<file path="src/rtl/mem_access_stage_if.sv">
// Data-memory request/acknowledge bus between the MEM stage (master) and data memory (slave).
interface mem_access_stage_if;
  logic        dmem_req;
  logic        dmem_we;
  logic [31:0] dmem_addr;
  logic [3:0]  dmem_be;
  logic [31:0] dmem_wdata;
  logic        dmem_ack;
  logic [31:0] dmem_rdata;

  modport master (
    output dmem_req, dmem_we, dmem_addr, dmem_be, dmem_wdata,
    input  dmem_ack, dmem_rdata
  );

  modport slave (
    input  dmem_req, dmem_we, dmem_addr, dmem_be, dmem_wdata,
    output dmem_ack, dmem_rdata
  );
endinterface

</file>
<file path="src/rtl/mem_access_stage.sv">
// MEM-stage controller: issues loads/stores over a req/ack bus, formats load data, stalls the pipe.
// Optional build macro MEM_TIMEOUT_EN adds a WAIT timeout that raises a sticky bus_err.
module mem_access_stage #(
  parameter int TIMEOUT_CYCLES = 255
) (
  input  logic               clock,
  input  logic               reset,
  input  logic               ex_valid,
  input  logic [31:0]        ex_alu_result,
  input  logic [31:0]        ex_store_data,
  input  logic [4:0]         ex_rd,
  input  logic               ex_mem_read,
  input  logic               ex_mem_write,
  input  logic               ex_reg_write,
  input  logic               ex_mem_to_reg,
  input  logic [1:0]         ex_size,
  input  logic               ex_unsigned,
  mem_access_stage_if.master dmem,
  output logic [31:0]        mem_d2,
  output logic [4:0]         mem_rd,
  output logic               mem_reg_write,
  output logic               mem_mem_to_reg,
  output logic               stall,
  output logic               misalign,
  output logic               bus_err
);

  typedef enum logic [1:0] {IDLE, WAIT, DONE} state_t;

  state_t      state_q, state_d;
  logic        req_q, req_d, we_q, we_d;
  logic [31:0] addr_q, addr_d, wdata_q, wdata_d, ld_q, ld_d;
  logic [3:0]  be_q, be_d;

  logic        mem_op, is_store, misaligned, timeout_hit, timed_out;
  logic [3:0]  be_calc;
  logic [31:0] wdata_calc, ld_fmt;
  logic [7:0]  byte_lane;
  logic [15:0] half_lane;

  if (TIMEOUT_CYCLES < 1 || TIMEOUT_CYCLES > 255) begin : g_bad_timeout
    $error("TIMEOUT_CYCLES must lie in 1..255 to fit the 8-bit wait counter");
  end

  assign mem_op   = ex_valid & (ex_mem_read | ex_mem_write);
  assign is_store = ex_mem_write & ~ex_mem_read;   // read wins when both are set
  assign misaligned = ((ex_size == 2'b01) & ex_alu_result[0]) |
                      (ex_size[1] & (ex_alu_result[1:0] != 2'b00));

  always_comb begin
    case (ex_size)
      2'b00: begin
        be_calc    = 4'b0001 << ex_alu_result[1:0];
        wdata_calc = {4{ex_store_data[7:0]}};
      end
      2'b01: begin
        be_calc    = ex_alu_result[1] ? 4'b1100 : 4'b0011;
        wdata_calc = {2{ex_store_data[15:0]}};
      end
      default: begin
        be_calc    = 4'b1111;
        wdata_calc = ex_store_data;
      end
    endcase
  end

  always_comb begin
    byte_lane = dmem.dmem_rdata[{ex_alu_result[1:0], 3'b000} +: 8];
    half_lane = ex_alu_result[1] ? dmem.dmem_rdata[31:16] : dmem.dmem_rdata[15:0];
    case (ex_size)
      2'b00:   ld_fmt = ex_unsigned ? {24'b0, byte_lane} : {{24{byte_lane[7]}}, byte_lane};
      2'b01:   ld_fmt = ex_unsigned ? {16'b0, half_lane} : {{16{half_lane[15]}}, half_lane};
      default: ld_fmt = dmem.dmem_rdata;
    endcase
  end

  always_comb begin
    state_d        = state_q;
    req_d          = req_q;
    we_d           = we_q;
    addr_d         = addr_q;
    be_d           = be_q;
    wdata_d        = wdata_q;
    ld_d           = ld_q;
    stall          = 1'b0;
    misalign       = 1'b0;
    mem_d2         = ex_alu_result;
    mem_rd         = ex_rd;
    mem_mem_to_reg = ex_mem_to_reg;
    mem_reg_write  = 1'b0;
    case (state_q)
      IDLE: begin
        if (!mem_op) begin
          mem_reg_write = ex_reg_write & ex_valid;
        end else if (misaligned) begin
          misalign = 1'b1;
        end else begin
          stall   = 1'b1;
          req_d   = 1'b1;
          we_d    = is_store;
          addr_d  = {ex_alu_result[31:2], 2'b00};
          be_d    = be_calc;
          wdata_d = wdata_calc;
          state_d = WAIT;
        end
      end
      WAIT: begin
        stall = 1'b1;
        if (dmem.dmem_ack) begin
          ld_d    = ld_fmt;
          req_d   = 1'b0;
          we_d    = 1'b0;
          state_d = DONE;
        end else if (timeout_hit) begin
          ld_d    = 32'b0;
          req_d   = 1'b0;
          we_d    = 1'b0;
          state_d = DONE;
        end
      end
      DONE: begin
        // Both pipeline registers advance at the end of this cycle, so no re-issue.
        if (ex_mem_read) begin
          mem_d2        = ld_q;
          mem_reg_write = ex_reg_write & ~timed_out;
        end
        state_d = IDLE;
      end
      default: state_d = IDLE;
    endcase
  end

  always_ff @(posedge clock or posedge reset) begin
    if (reset) begin
      state_q <= IDLE;
      req_q   <= 1'b0;
      we_q    <= 1'b0;
      addr_q  <= 32'b0;
      be_q    <= 4'b0;
      wdata_q <= 32'b0;
      ld_q    <= 32'b0;
    end else begin
      state_q <= state_d;
      req_q   <= req_d;
      we_q    <= we_d;
      addr_q  <= addr_d;
      be_q    <= be_d;
      wdata_q <= wdata_d;
      ld_q    <= ld_d;
    end
  end

`ifdef MEM_TIMEOUT_EN
  logic [7:0] cnt_q, cnt_d;
  logic       bus_err_q, bus_err_d, timed_out_q, timed_out_d;

  // Fires on the TIMEOUT_CYCLES-th WAIT cycle without an acknowledge.
  assign timeout_hit = (cnt_q == 8'(TIMEOUT_CYCLES - 1));

  always_comb begin
    cnt_d       = cnt_q;
    bus_err_d   = bus_err_q;
    timed_out_d = timed_out_q;
    if (state_q == IDLE && state_d == WAIT) begin
      cnt_d       = 8'd0;
      timed_out_d = 1'b0;
    end else if (state_q == WAIT && !dmem.dmem_ack) begin
      if (timeout_hit) begin
        bus_err_d   = 1'b1;
        timed_out_d = 1'b1;
      end else begin
        cnt_d = cnt_q + 8'd1;
      end
    end
  end

  always_ff @(posedge clock or posedge reset) begin
    if (reset) begin
      cnt_q       <= 8'd0;
      bus_err_q   <= 1'b0;
      timed_out_q <= 1'b0;
    end else begin
      cnt_q       <= cnt_d;
      bus_err_q   <= bus_err_d;
      timed_out_q <= timed_out_d;
    end
  end

  assign bus_err   = bus_err_q;
  assign timed_out = timed_out_q;
`else
  assign timeout_hit = 1'b0;
  assign timed_out   = 1'b0;
  assign bus_err     = 1'b0;
`endif

  assign dmem.dmem_req   = req_q;
  assign dmem.dmem_we    = we_q;
  assign dmem.dmem_addr  = addr_q;
  assign dmem.dmem_be    = be_q;
  assign dmem.dmem_wdata = wdata_q;

endmodule

</file>
<file path="src/flat_wrapper.sv">
// flat-port wrapper written by rule: the top's interface ports become plain ports
module mem_access_stage_flat 
#(
  parameter int TIMEOUT_CYCLES = 255
)
  (clock, reset, ex_valid, ex_alu_result, ex_store_data, ex_rd, ex_mem_read, ex_mem_write, ex_reg_write, ex_mem_to_reg, ex_size, ex_unsigned, mem_d2, mem_rd, mem_reg_write, mem_mem_to_reg, stall, misalign, bus_err, dmem_dmem_req, dmem_dmem_we, dmem_dmem_addr, dmem_dmem_be, dmem_dmem_wdata, dmem_dmem_ack, dmem_dmem_rdata);
  mem_access_stage_if dmem_i ();
  input  logic clock;
  input  logic reset;
  input  logic ex_valid;
  input  logic [31:0] ex_alu_result;
  input  logic [31:0] ex_store_data;
  input  logic [4:0] ex_rd;
  input  logic ex_mem_read;
  input  logic ex_mem_write;
  input  logic ex_reg_write;
  input  logic ex_mem_to_reg;
  input  logic [1:0] ex_size;
  input  logic ex_unsigned;
  output logic [31:0] mem_d2;
  output logic [4:0] mem_rd;
  output logic mem_reg_write;
  output logic mem_mem_to_reg;
  output logic stall;
  output logic misalign;
  output logic bus_err;
  output wire logic [$bits(dmem_i.dmem_req)-1:0] dmem_dmem_req;
  output wire logic [$bits(dmem_i.dmem_we)-1:0] dmem_dmem_we;
  output wire logic [$bits(dmem_i.dmem_addr)-1:0] dmem_dmem_addr;
  output wire logic [$bits(dmem_i.dmem_be)-1:0] dmem_dmem_be;
  output wire logic [$bits(dmem_i.dmem_wdata)-1:0] dmem_dmem_wdata;
  input wire logic [$bits(dmem_i.dmem_ack)-1:0] dmem_dmem_ack;
  input wire logic [$bits(dmem_i.dmem_rdata)-1:0] dmem_dmem_rdata;
  assign dmem_dmem_req = dmem_i.dmem_req;
  assign dmem_dmem_we = dmem_i.dmem_we;
  assign dmem_dmem_addr = dmem_i.dmem_addr;
  assign dmem_dmem_be = dmem_i.dmem_be;
  assign dmem_dmem_wdata = dmem_i.dmem_wdata;
  assign dmem_i.dmem_ack = dmem_dmem_ack;
  assign dmem_i.dmem_rdata = dmem_dmem_rdata;
  mem_access_stage #(.TIMEOUT_CYCLES(TIMEOUT_CYCLES)) u_core (.clock(clock), .reset(reset), .ex_valid(ex_valid), .ex_alu_result(ex_alu_result), .ex_store_data(ex_store_data), .ex_rd(ex_rd), .ex_mem_read(ex_mem_read), .ex_mem_write(ex_mem_write), .ex_reg_write(ex_reg_write), .ex_mem_to_reg(ex_mem_to_reg), .ex_size(ex_size), .ex_unsigned(ex_unsigned), .dmem(dmem_i), .mem_d2(mem_d2), .mem_rd(mem_rd), .mem_reg_write(mem_reg_write), .mem_mem_to_reg(mem_mem_to_reg), .stall(stall), .misalign(misalign), .bus_err(bus_err));
endmodule
</file>
<file path="config.mk">
export PLATFORM = sky130hd
export DESIGN_NAME = mem_access_stage_flat
export DESIGN_NICKNAME = d
export VERILOG_FILES = /design/src/rtl/mem_access_stage_if.sv /design/src/rtl/mem_access_stage.sv /design/src/flat_wrapper.sv
export SDC_FILE = /design/constraint.sdc
export NUM_CORES = 1
export LEC_CHECK = 0
export ABC_AREA = 1
export ABC_CLOCK_PERIOD_IN_PS = 3800
export CORE_ASPECT_RATIO = 0.75
export CORE_MARGIN = 4
export CORE_UTILIZATION = 24
export CTS_BUF_LIST = sky130_fd_sc_hd__clkbuf_8
export CTS_CLUSTER_SIZE = 16
export DETAILED_ROUTE_END_ITERATION = 7
export GPL_TIMING_DRIVEN = 0
export PLACE_DENSITY = 0.54
export SLEW_MARGIN = 30
export SYNTH_ARGS = -nofsm -noshare
export SYNTH_HDL_FRONTEND = slang
export SYNTH_SLANG_ARGS = --single-unit
</file>
<file path="constraint.sdc">
create_clock -name clock -period 3.8 [get_ports clock]
set_input_delay 0.57 -clock clock [delete_from_list [all_inputs] [get_ports clock]]
set_output_delay 0.57 -clock clock [all_outputs]
set_load 0.1 [all_outputs]
</file>
# Yosys cells after proc, flatten, opt, wreduce, memory -nomap -nowiden
# Index checks and enable logic that the tools add are counted.
# word_totals
reg_bits	102
latchBits	0
ram_bits	0
rom_bits	0
input_bits	112
wordCells	61
mem_count	0
# classes
add_sub_neg	0
multipliers	0
div_mod_pow	0
magnitude_cmp	0
eq_ne	6
n_shift	2
muxes	29
bitwise	9
n_reduce_logical	8
# op_table
cell	count
32-bit two-way mux	4
32-bit one-hot mux with 2 select lines	2
32-bit by 6-bit indexed part select with 8-bit output	1
16-bit two-way mux	1
1-bit two-way mux	12
1-bit one-hot mux with 2 select lines	4
4-bit one-hot mux with 2 select lines	1
2-bit two-way mux	3
3-bit AND reduction	2
1-bit bitwise AND	5
2-bit by 1-bit == test with 1-bit output, second input constant	2
2-bit logical NOT	2
4-bit two-way mux	1
2-bit inequality test, second input constant	2
2-bit one-hot mux with 2 select lines	1
4-bit AND reduction	1
2-bit nonzero test	2
1-bit by 2-bit left shift with 4-bit output, first input constant	1
2-bit == test, second input constant	1
2-bit by 1-bit inequality test with 1-bit output, second input constant	1
1-bit inverter	2
1-bit bitwise OR	2
2-bit AND reduction	1

# Logic depth before layout (Yosys ltp)
# Gate-level depths: netlist (run 1).
# depth
word_depth	6
depth_mapped	9

# Worst setup path after synthesis (run 1)
# Ideal clock, no wire load.
# synth_path
path_type	input-to-output
startpoint	input port ex_mem_read
endpoint	output port mem_d2[0]
arrival_time_ns	3.091
path_slack_ns	0.139
stages	4
n_path_buf	2
path_cell_list	nand2_1 > buf_2 > clkbuf_1 > o21ai_0
# synth_between
elab_chain_cells	2
# synth_lines
item	line_no	rtl
start, declared	flat_wrapper.sv:14	input logic ex_mem_read;
32-bit two-way mux	mem_access_stage.sv:123	if (ex_mem_read) begin
32-bit two-way mux	mem_access_stage.sv:91	case (state_q)
end, declared	flat_wrapper.sv:20	output logic [31:0] mem_d2;
# Every way passes these cells.

# Final worst setup path (run 1)
# layout_path
startpoint	input port ex_mem_read
endpoint	output port mem_d2[26]
# The elaborated chain is that of the path after synthesis.

==> qor.csv, run 1 <==
metric;value;unit
diodes inserted;0;
H-tree depth;3;
post-synthesis instance total;727;
mean cell area of the mapped netlist;7.31;sq um
worst setup path class;input pin to output pin;
largest net degree at the start of global routing;53;
initial antenna violation count;1;
Yosys reg bits;102;
std cell rows;46;
worst skew pair latency;0.38;ns
slew margin rel.;32.2;%
largest family of logic cells by synthesized area;simple AND/OR/NAND/NOR gates;
status;complete, no violations;
Area Overhead vs Synth;50.3;%
Total GRT Usage;17.2;%
total power;5.61;mW
Longest Clk Path Bufs;2;
RSZ-0062 raised after global routing;false;
via count;5477;
type of origin of the critical path;input pin;
synthesized area;5310;sq um
final WL;21500;microns
initial core utilization;24.7;%
# IOs;224;
WL/cell;17.2;microns
Crit. End Element;output pin;
Synth cell types;28;
RePlAce Congestion;0.824;
worst reg-to-reg setup slack;2.15;ns
Cell Pwr Density;702;nW/um^2
initial drt markers;370;
CP Cell Sequence;clkdlybuf4s50_1 > nand2_1 > buf_2 > clkbuf_1 > nand2_1 > o21ai_0 > dlygate4sd2_1;
Fin Setup TNS;0;ns
Root Buffer;clkbuf_8;
final setup vio count;0;
vias in the first global route;5443;
register area;2550;sq um
Pre-antenna DRT Iters;7;
DP HPWL;16500;microns
Leak;3.98;nW
core area;21500;sq um
CP Max Fanout;10;
Layout Nets;1066;
XOR/XNOR Fraction of Synth Area;0;%
Ys Warns;0;
Worst Max-Slew Pin Slew;1.01;ns
minimum clock period;3.60;ns
placed insts;1231;
clock skew;0.00868;ns
sequential area share after synthesis;48.0;%
multi-input logic area;2180;sq um
Final Non-Filler Cells;1246;
die width;180;microns
CTS sink count;102;
CTS clk-pin slew, worst paths;0.09;ns
Slowest-stage cell, CP;dlygate4sd2_1;
critical path arrival;3.03;ns
Peak supply drop;0.429;mV
Worst Hold Class;flip-flop to flip-flop;
share of layout cells above drive strength 1;7.41;%
Adder-Cell Fraction of Synth Area;0;%
Max Cap Viol;0;
post-synthesis mux area share;0;%
die area;24600;sq um
Hold Vio Cnt, Final;0;
first-pass GRT wire length;32900;microns
CTS hold repair buffers;0;
antenna-violating nets left;0;
I/O Buffers;213;
Num CTS Buffers;9;
Congestion Overflow GR;0;
CTS tree;yes;
fillers;2271;
DR vias/cell;4.40;
Crit path largest cell delay;0.90;ns
Slew Viols, Final;0;
DRC viols;0;
Die Span Y;137;microns
Compound-Gate Fraction of Synth Area;14.7;%
Tcrit/Tclk final;94.8;%
max frequency;0.277;GHz
most used cell, CP;nand2_1;
CP required;3.23;ns
post-synthesis simple-gate area fraction;26.2;%
-- metal layers --
layer | GRT usage (%) | up-vias | share of wire (%) | routed length, microns
met4 | 2.92 | 2 | 0.76 | 163
met2 | 25.6 | 183 | 43 | 9170
met1 | 25.2 | 2554 | 49 | 10500
met5 | 0 | - | 0.037 | 8
met3 | 4.84 | 14 | 7.7 | 1650
li1 | - | 2724 | - | -
-- flip-flops by register name (all words and copies together), names as in the netlist --
register                count
u_core.dmem.dmem_wdata     32
u_core.dmem.dmem_addr      30
u_core.ld_q                32
u_core.dmem.dmem_we         1
u_core.dmem.dmem_be         4
u_core.dmem.dmem_req        1
u_core.state_q              2
-- logic make-up after synthesis --
| kind of cell | after synthesis |
|---|---|
| AOI/OAI and AO/OA | 147 |
| buffers and inverters | 128 |
| other | 1 |
| DFF | 102 |
| and+or+nand+nor | 349 |
-- path summary, 6_finish.rpt --
check	startpoint	to	depth (start not counted)
min reg2reg	u_core.dmem.dmem_addr[7]$_DFFE_PP0P_	u_core.dmem.dmem_addr[7]$_DFFE_PP0P_	2
max	ex_mem_read	mem_d2[26]	7
max reg2reg	u_core.state_q[0]$_DFFE_PP0P_	u_core.dmem.dmem_addr[7]$_DFFE_PP0P_	8
max in group asynchronous	reset	u_core.dmem.dmem_addr[21]$_DFFE_PP0P_	3
min in group asynchronous	reset	u_core.dmem.dmem_we$_DFFE_PP0P_	2
min	u_core.dmem.dmem_addr[7]$_DFFE_PP0P_	u_core.dmem.dmem_addr[7]$_DFFE_PP0P_	2
-- through the flow --
stage / setup slack, ns / utilization (%) / hold slack [ns] / cell area, sq um
2_1_floorplan: 0.139 / - / 0.478 / 5320
5_1_grt: 0.0337 / 37.2 / 0.517 / 7980
4_1_cts: 0.0316 / 37.2 / 0.490 / 7990
3_5_place_dp: -0.124 / 36.6 / 0.465 / 7850
3_3_place_gp: -1.46 / 36.4 / 0.464 / 7810
6_report: 0.196 / 37.2 / 0.486 / 7980
-- Yosys cell counts (all sizes together) --
master,number,area (sq um)
nand2,272,1030
dfrtp,102,2550
o21ai,87,435
inv,80,303
a21oi,45,233
buf,39,246
nand3,37,185
nor2,37,151
clkbuf,9,35.0
a22oi,8,60.1
o21a,5,37.5
a21boi,1,7.51
conb,1,3.75
nand3b,1,7.51
nand4,1,12.5
nor3,1,5.00
o22ai,1,6.26
-- layout make-up --
type	instances	share of cell area, %
sequential	102	32.0
multi-input combinational	499	27.4
timing repair buffer	214	26.5
tap	288	4.51
inverter	80	3.89
buffer	48	3.53
clock buffer	9	1.55
clock inverter	6	0.705
-- cells in the final DEF, fill, tap and decap left out, types with 3 or more instances in the layout --
master           instances
a21oi_1                 43
a22oi_1                  8
buf_1                    3
buf_2                   20
buf_4                   17
clkbuf_1                 8
clkbuf_8                 9
clkdlybuf4s50_1        180
conb_1                   3
dfrtp_1                102
dlygate4sd2_1           28
inv_1                   75
inv_2                    5
nand2_1                268
nand2_2                  4
nand3_1                 37
nor2_1                  34
o21a_1                   5
o21ai_0                 58
o21ai_1                 29
-- power by group --
part / internal, mW / total [mW] / switching [mW]
combinational: 0.751 / 3.31 / 2.56
sequential: 1.45 / 1.60 / 0.156
clock: 0.296 / 0.690 / 0.394
-- timing repair --
item	4_1_cts	5_1_grt
buffers inserted	0	0
gates resized for setup	28	2
setup endpoints to repair	28	2
-- critical path, delay by kind of cell --
kind	cells	cell delay [ns]
buf+inv	4	2.12
simple gates	2	0.22
compound gates	1	0.11
Power figures use the tool's default switching activity.
==> run 2: changes to the inputs <==
- CORE_MARGIN: 4 -> 3
- HOLD_SLACK_MARGIN: default -> 0.06
==> run 2 against run 1 <==
  * Wire length decreased by 2.8%
  * Clock skew about the same
  * Core utilization increased by 0.36 points
  * Register-to-register slack got worse by 0.02 ns
  * Final cell count about the same
  * Combinational power about the same
  * Non-clock buffer count unchanged
  * Power increased by 2.1%
  * Via count decreased by 1.6%
  * Fmax increased by 0.24%
==> qor.csv, run 2 (same netlist as run 1, synthesis figures left out) <==
metric;value;unit
CP Max Fanout;10;
commonest cells after routing, fill and taps aside;nand2_1, clkdlybuf4s50_1, dfrtp_1;
std cell rows;46;
worst setup path class;input pin to output pin;
RSZ-0062 raised after global routing;false;
final setup vio count;0;
CTS tree;yes;
minimum clock period;3.60;ns
sw power;3.12;mW
Worst Hold Class;flip-flop to flip-flop;
Num CTS Buffers;9;
Leak;3.99;nW
worst skew pair latency;0.39;ns
CTS clk-pin slew, worst paths;0.09;ns
critical path arrival;3.03;ns
final WL;20800;microns
Clk pwr share;14.1;%
die area;24000;sq um
Pre-antenna DRT Iters;5;
diodes inserted;0;
clock skew;0.00822;ns
CP required;3.23;ns
RePlAce Congestion;0.836;
vias in the first global route;5313;
DP HPWL;16300;microns
die width;178;microns
register share of total power;28.0;%
Sw Ratio;54.4;%
register area;2550;sq um
Die Span Y;135;microns
Slew Viols, Final;0;
Longest Clk Path Bufs;2;
core area;21400;sq um
status;complete, no violations;
max frequency;0.278;GHz
# IOs;224;
fillers;2299;
antenna-violating nets left;0;
Hold Vio Cnt, Final;0;
initial antenna violation count;1;
Layout Nets;1066;
Worst Max-Slew Pin Slew;1.02;ns
initial core utilization;24.8;%
slew margin rel.;31.8;%
Congestion Overflow GR;0;
Crit. End Element;output pin;
I/O Buffers;213;
WL/cell;16.7;microns
first-pass GRT wire length;31200;microns
Peak supply drop;0.393;mV
Area Overhead vs Synth;51.3;%
largest net degree at the start of global routing;57;
commonest non-fill, non-tap cell in the layout;nand2_1;
Total GRT Usage;17.2;%
Fin Setup TNS;0;ns
Final Non-Filler Cells;1247;
CTS sink count;102;
total power;5.73;mW
H-tree depth;3;
Root Buffer;clkbuf_8;
Comb power frac;57.8;%
placed insts;1231;
Max Cap Viol;0;
Tcrit/Tclk final;94.6;%
Internal;2.61;mW
type of origin of the critical path;input pin;
share of layout cells above drive strength 1;7.51;%
via count;5389;
initial drt markers;318;
DRC viols;0;
Cell Pwr Density;712;nW/um^2
DR vias/cell;4.32;
multi-input logic area;2180;sq um
run 2: cell count changes in the layout (fill, tap and decap cells not counted), sizes merged:
cell | previous run | this run
clkinv | 3 | 2
inv | 82 | 81
dlymetal6s2s | 2 | 1
bufinv | 1 | 2
dlygate4sd2 | 28 | 29
clkdlybuf4s50 | 180 | 182
clkbuf | 18 | 21
buf | 43 | 40
run 2: worst max-delay path: stages:
cell             delay [ns]
clkdlybuf4s50_1        0.46
nand2_1                0.11
buf_2                  0.32
clkbuf_1               0.46
nand2_1                0.08
o21ai_0                0.11
dlygate4sd2_1          0.90
run 2: through the flow:
stage / hold WS (ns) / util (%) / setup WS [ns] / cell area (sq um)
floorplan: 0.478 / - / 0.139 / 5320
global placement: 0.462 / 36.5 / -1.41 / 7810
finish: 0.483 / 37.5 / 0.205 / 8040
detailed placement: 0.466 / 36.7 / -0.144 / 7850
global route: 0.505 / 37.5 / 0.00356 / 8040
CTS: 0.490 / 37.6 / 0.0407 / 8040
run 2: layout make-up:
type / instances / area share [%]
plain buffers: 48 / 3.50
clock buffers: 11 / 1.88
clock inverters: 5 / 0.981
inverters: 80 / 3.86
multi-input cells: 499 / 27.2
flip-flops and latches: 102 / 31.8
well taps: 288 / 4.48
repair buffers: 214 / 26.4
run 2: per-layer routing:
metal | vias up | wire length [microns] | global-route usage, % | part of all wire, %
met5 | - | 10 | 0 | 0.048
li1 | 2728 | - | - | -
met2 | 158 | 8800 | 24.9 | 42
met3 | 10 | 1420 | 5.68 | 6.8
met4 | 2 | 90 | 1.96 | 0.43
met1 | 2491 | 10500 | 25.6 | 50
run 2: final timing paths:
check | startpoint | to | slack (ns) | cells past startpoint
worst max-delay path | ex_mem_read | mem_d2[26] | 0.20 | 7
worst min-delay path | u_core.dmem.dmem_be[1]$_DFFE_PP0P_ | u_core.dmem.dmem_be[1]$_DFFE_PP0P_ | 0.48 | 2
worst max register to register | u_core.state_q[0]$_DFFE_PP0P_ | u_core.dmem.dmem_addr[6]$_DFFE_PP0P_ | 2.13 | 8
worst min register to register | u_core.dmem.dmem_be[1]$_DFFE_PP0P_ | u_core.dmem.dmem_be[1]$_DFFE_PP0P_ | 0.48 | 2
max in group asynchronous | reset | u_core.dmem.dmem_be[1]$_DFFE_PP0P_ | 2.60 | 3
min in group asynchronous | reset | u_core.dmem.dmem_we$_DFFE_PP0P_ | 0.59 | 2
run 2: what timing repair did:
item                                    CTS  global route
buffers inserted                          0             0
endpoints found under the hold margin     0             0
gates resized for setup                  30             4
endpoints found under the setup margin   30             2
hold buffers                              0             0
run 2: power by group through the flow:
| stage | combinational (mW) | clock, mW | sequential (mW) |
|---|---|---|---|
| after detailed placement | 3.35 | 0 | 1.63 |
| after floorplan | 0.879 | 0 | 3.20 |
| after CTS | 3.33 | 0.840 | 1.61 |
| after global routing | 3.48 | 0.878 | 1.65 |
| after global placement | 3.34 | 0 | 1.62 |
| final | 3.31 | 0.810 | 1.60 |
==> run 3: changes to the inputs <==
- ABC_CLOCK_PERIOD_IN_PS: 3800 -> 4500
- clock period: 3.8 -> 4.5 ns (I/O delays scaled with it)
==> run 3 against run 2 <==
  * Clock power down 16%
  * Largest cell class unchanged
  * Core utilization is 0.18 points higher
  * Worst hold slack stayed put
  * Sequential share of layout area decreased by 0.15 points
  * Sequential cell count stayed put
  * Sequential power is 16% lower
  * First-iteration DRC count is 1.9% lower
==> qor.csv, run 3 (same netlist as run 1, synthesis figures left out) <==
metric;value;unit
status;complete, no violations;
final design utilization;37.7;%
RR Startpoint;u_core.state_q[0]$_DFFE_PP0P_;
Slew Viols, Final;0;
diodes inserted;0;
Worst Hold Class;flip-flop to flip-flop;
Min-Delay Endpoint;u_core.dmem.dmem_be[1]$_DFFE_PP0P_;
Tcrit/Tclk final;91.5;%
HP Start;u_core.dmem.dmem_be[1]$_DFFE_PP0P_;
slew margin rel.;31.8;%
fillers;2288;
DRC viols;0;
Pre-antenna DRT Iters;5;
placed cell areas;7850;sq um
multi-input logic area;2180;sq um
register area;2550;sq um
largest net degree at the start of global routing;57;
max frequency;0.243;GHz
Root Buffer;clkbuf_8;
CTS hold repair buffers;0;
RSZ-0062 raised after global routing;false;
std cell rows;46;
critical path arrival;3.44;ns
first-pass GRT wire length;31200;microns
post-cts resize count;0;
Crit. End Element;output pin;
final WL;20900;microns
clock skew;0.00813;ns
initial drt markers;312;
wire length on met2;8820;microns
share of layout cells above drive strength 1;7.40;%
commonest non-fill, non-tap cell in the layout;nand2_1;
Max Cap Viol;0;
R2R cell count;8;
worst r2r dst;u_core.dmem.dmem_addr[6]$_DFFE_PP0P_;
initial core utilization;24.8;%
I/O Buffers;213;
tightest hold margin;0.483;ns
placed insts;1231;
M1 WL;10500;microns
Layout Nets;1066;
Peak supply drop;0.332;mV
CTS sink count;102;
die area;24000;sq um
Num CTS Buffers;9;
design area;8080;sq um
CP Max Fanout;10;
Total GRT Usage;17.2;%
Cell Pwr Density;601;nW/um^2
worst hold path depth;2;
worst reg-to-reg setup slack;2.83;ns
type of origin of the critical path;input pin;
WL/cell;16.7;microns
Leak;3.94;nW
# IOs;224;
Congestion Overflow GR;0;
initial antenna violation count;1;
Worst Max-Slew Pin Slew;1.02;ns
Die Span Y;135;microns
DP HPWL;16300;microns
Longest Clk Path Bufs;2;
CTS clk-pin slew, worst paths;0.09;ns
minimum clock period;4.12;ns
H-tree depth;3;
antenna-violating nets left;0;
vias in the first global route;5314;
worst setup path class;input pin to output pin;
postcts setup bufs;0;
RePlAce Congestion;0.836;
Hold Vio Cnt, Final;0;
commonest cells after routing, fill and taps aside;nand2_1, clkdlybuf4s50_1, dfrtp_1;
via count;5395;
DR top layer;met5;
final setup vio count;0;
die width;178;microns
CTS tree;yes;
core area;21400;sq um
worst skew pair latency;0.39;ns
CP required;3.83;ns
WL met3;1420;microns
Area Overhead vs Synth;52.0;%
Final Non-Filler Cells;1247;
DR vias/cell;4.33;
## run 3: cell count changes in the layout (fill, tap and decap cells not counted)
cell | before | now
clkdlybuf4s50_1 | 182 | 213
dlygate4sd2_1 | 29 | 0
clkbuf_2 | 2 | 1
dlymetal6s2s_1 | 1 | 0
## run 3: metrics by stage
stage	setup WS, ns	setup TNS, ns	power, mW
finish	0.381	0	4.86
floorplan	0.629	0	3.45
detailed placement	0.346	0	4.20
global route	0.157	0	5.09
CTS	0.330	0	4.90
global placement	-0.811	-81.64	4.19
## run 3: how the worst max path moves through the flow
stage                     start                                    end  depth (start not counted)
global placement          reset  u_core.dmem.dmem_addr[22]$_DFFE_PP0P_                          2
finish              ex_mem_read                             mem_d2[21]                          7
CTS                 ex_mem_read                             mem_d2[21]                          7
global route        ex_mem_read                             mem_d2[21]                          7
detailed placement  ex_mem_read                             mem_d2[21]                          7
floorplan           ex_mem_read                              mem_d2[0]                          4
## run 3: report_power, final
part | switching [mW] | internal, mW | total [mW] | leakage [nW]
combinational | 2.16 | 0.656 | 2.82 | 2.59
sequential | 0.133 | 1.22 | 1.35 | 1.23
clock | 0.340 | 0.344 | 0.684 | 0.120
total | 2.63 | 2.22 | 4.86 | 3.94
## run 3: layer usage
layer  vias up  track usage [%]
li1       2729                -
met3        10             5.68
met1      2506             25.6
met5         -                0
met4         2             1.96
met2       148             24.9
## run 3: cell type report
type                            instances  share of cell area, %
Clock inverter                          5                  0.976
Multi-Input combinational cell        499                   27.0
Buffer                                 48                   3.49
Tap cell                              288                   4.46
Sequential cell                       102                   31.6
Timing Repair Buffer                  214                   26.7
Clock buffer                           11                   1.87
Inverter                               80                   3.84
## run 3: critical path, stage by stage
cell and delay [ns]:
clkdlybuf4s50_1 0.46, nand2_1 0.11, buf_2 0.32, clkbuf_1 0.46, nand2_1 0.13, o21ai_0 0.10, clkdlybuf4s50_1 1.18
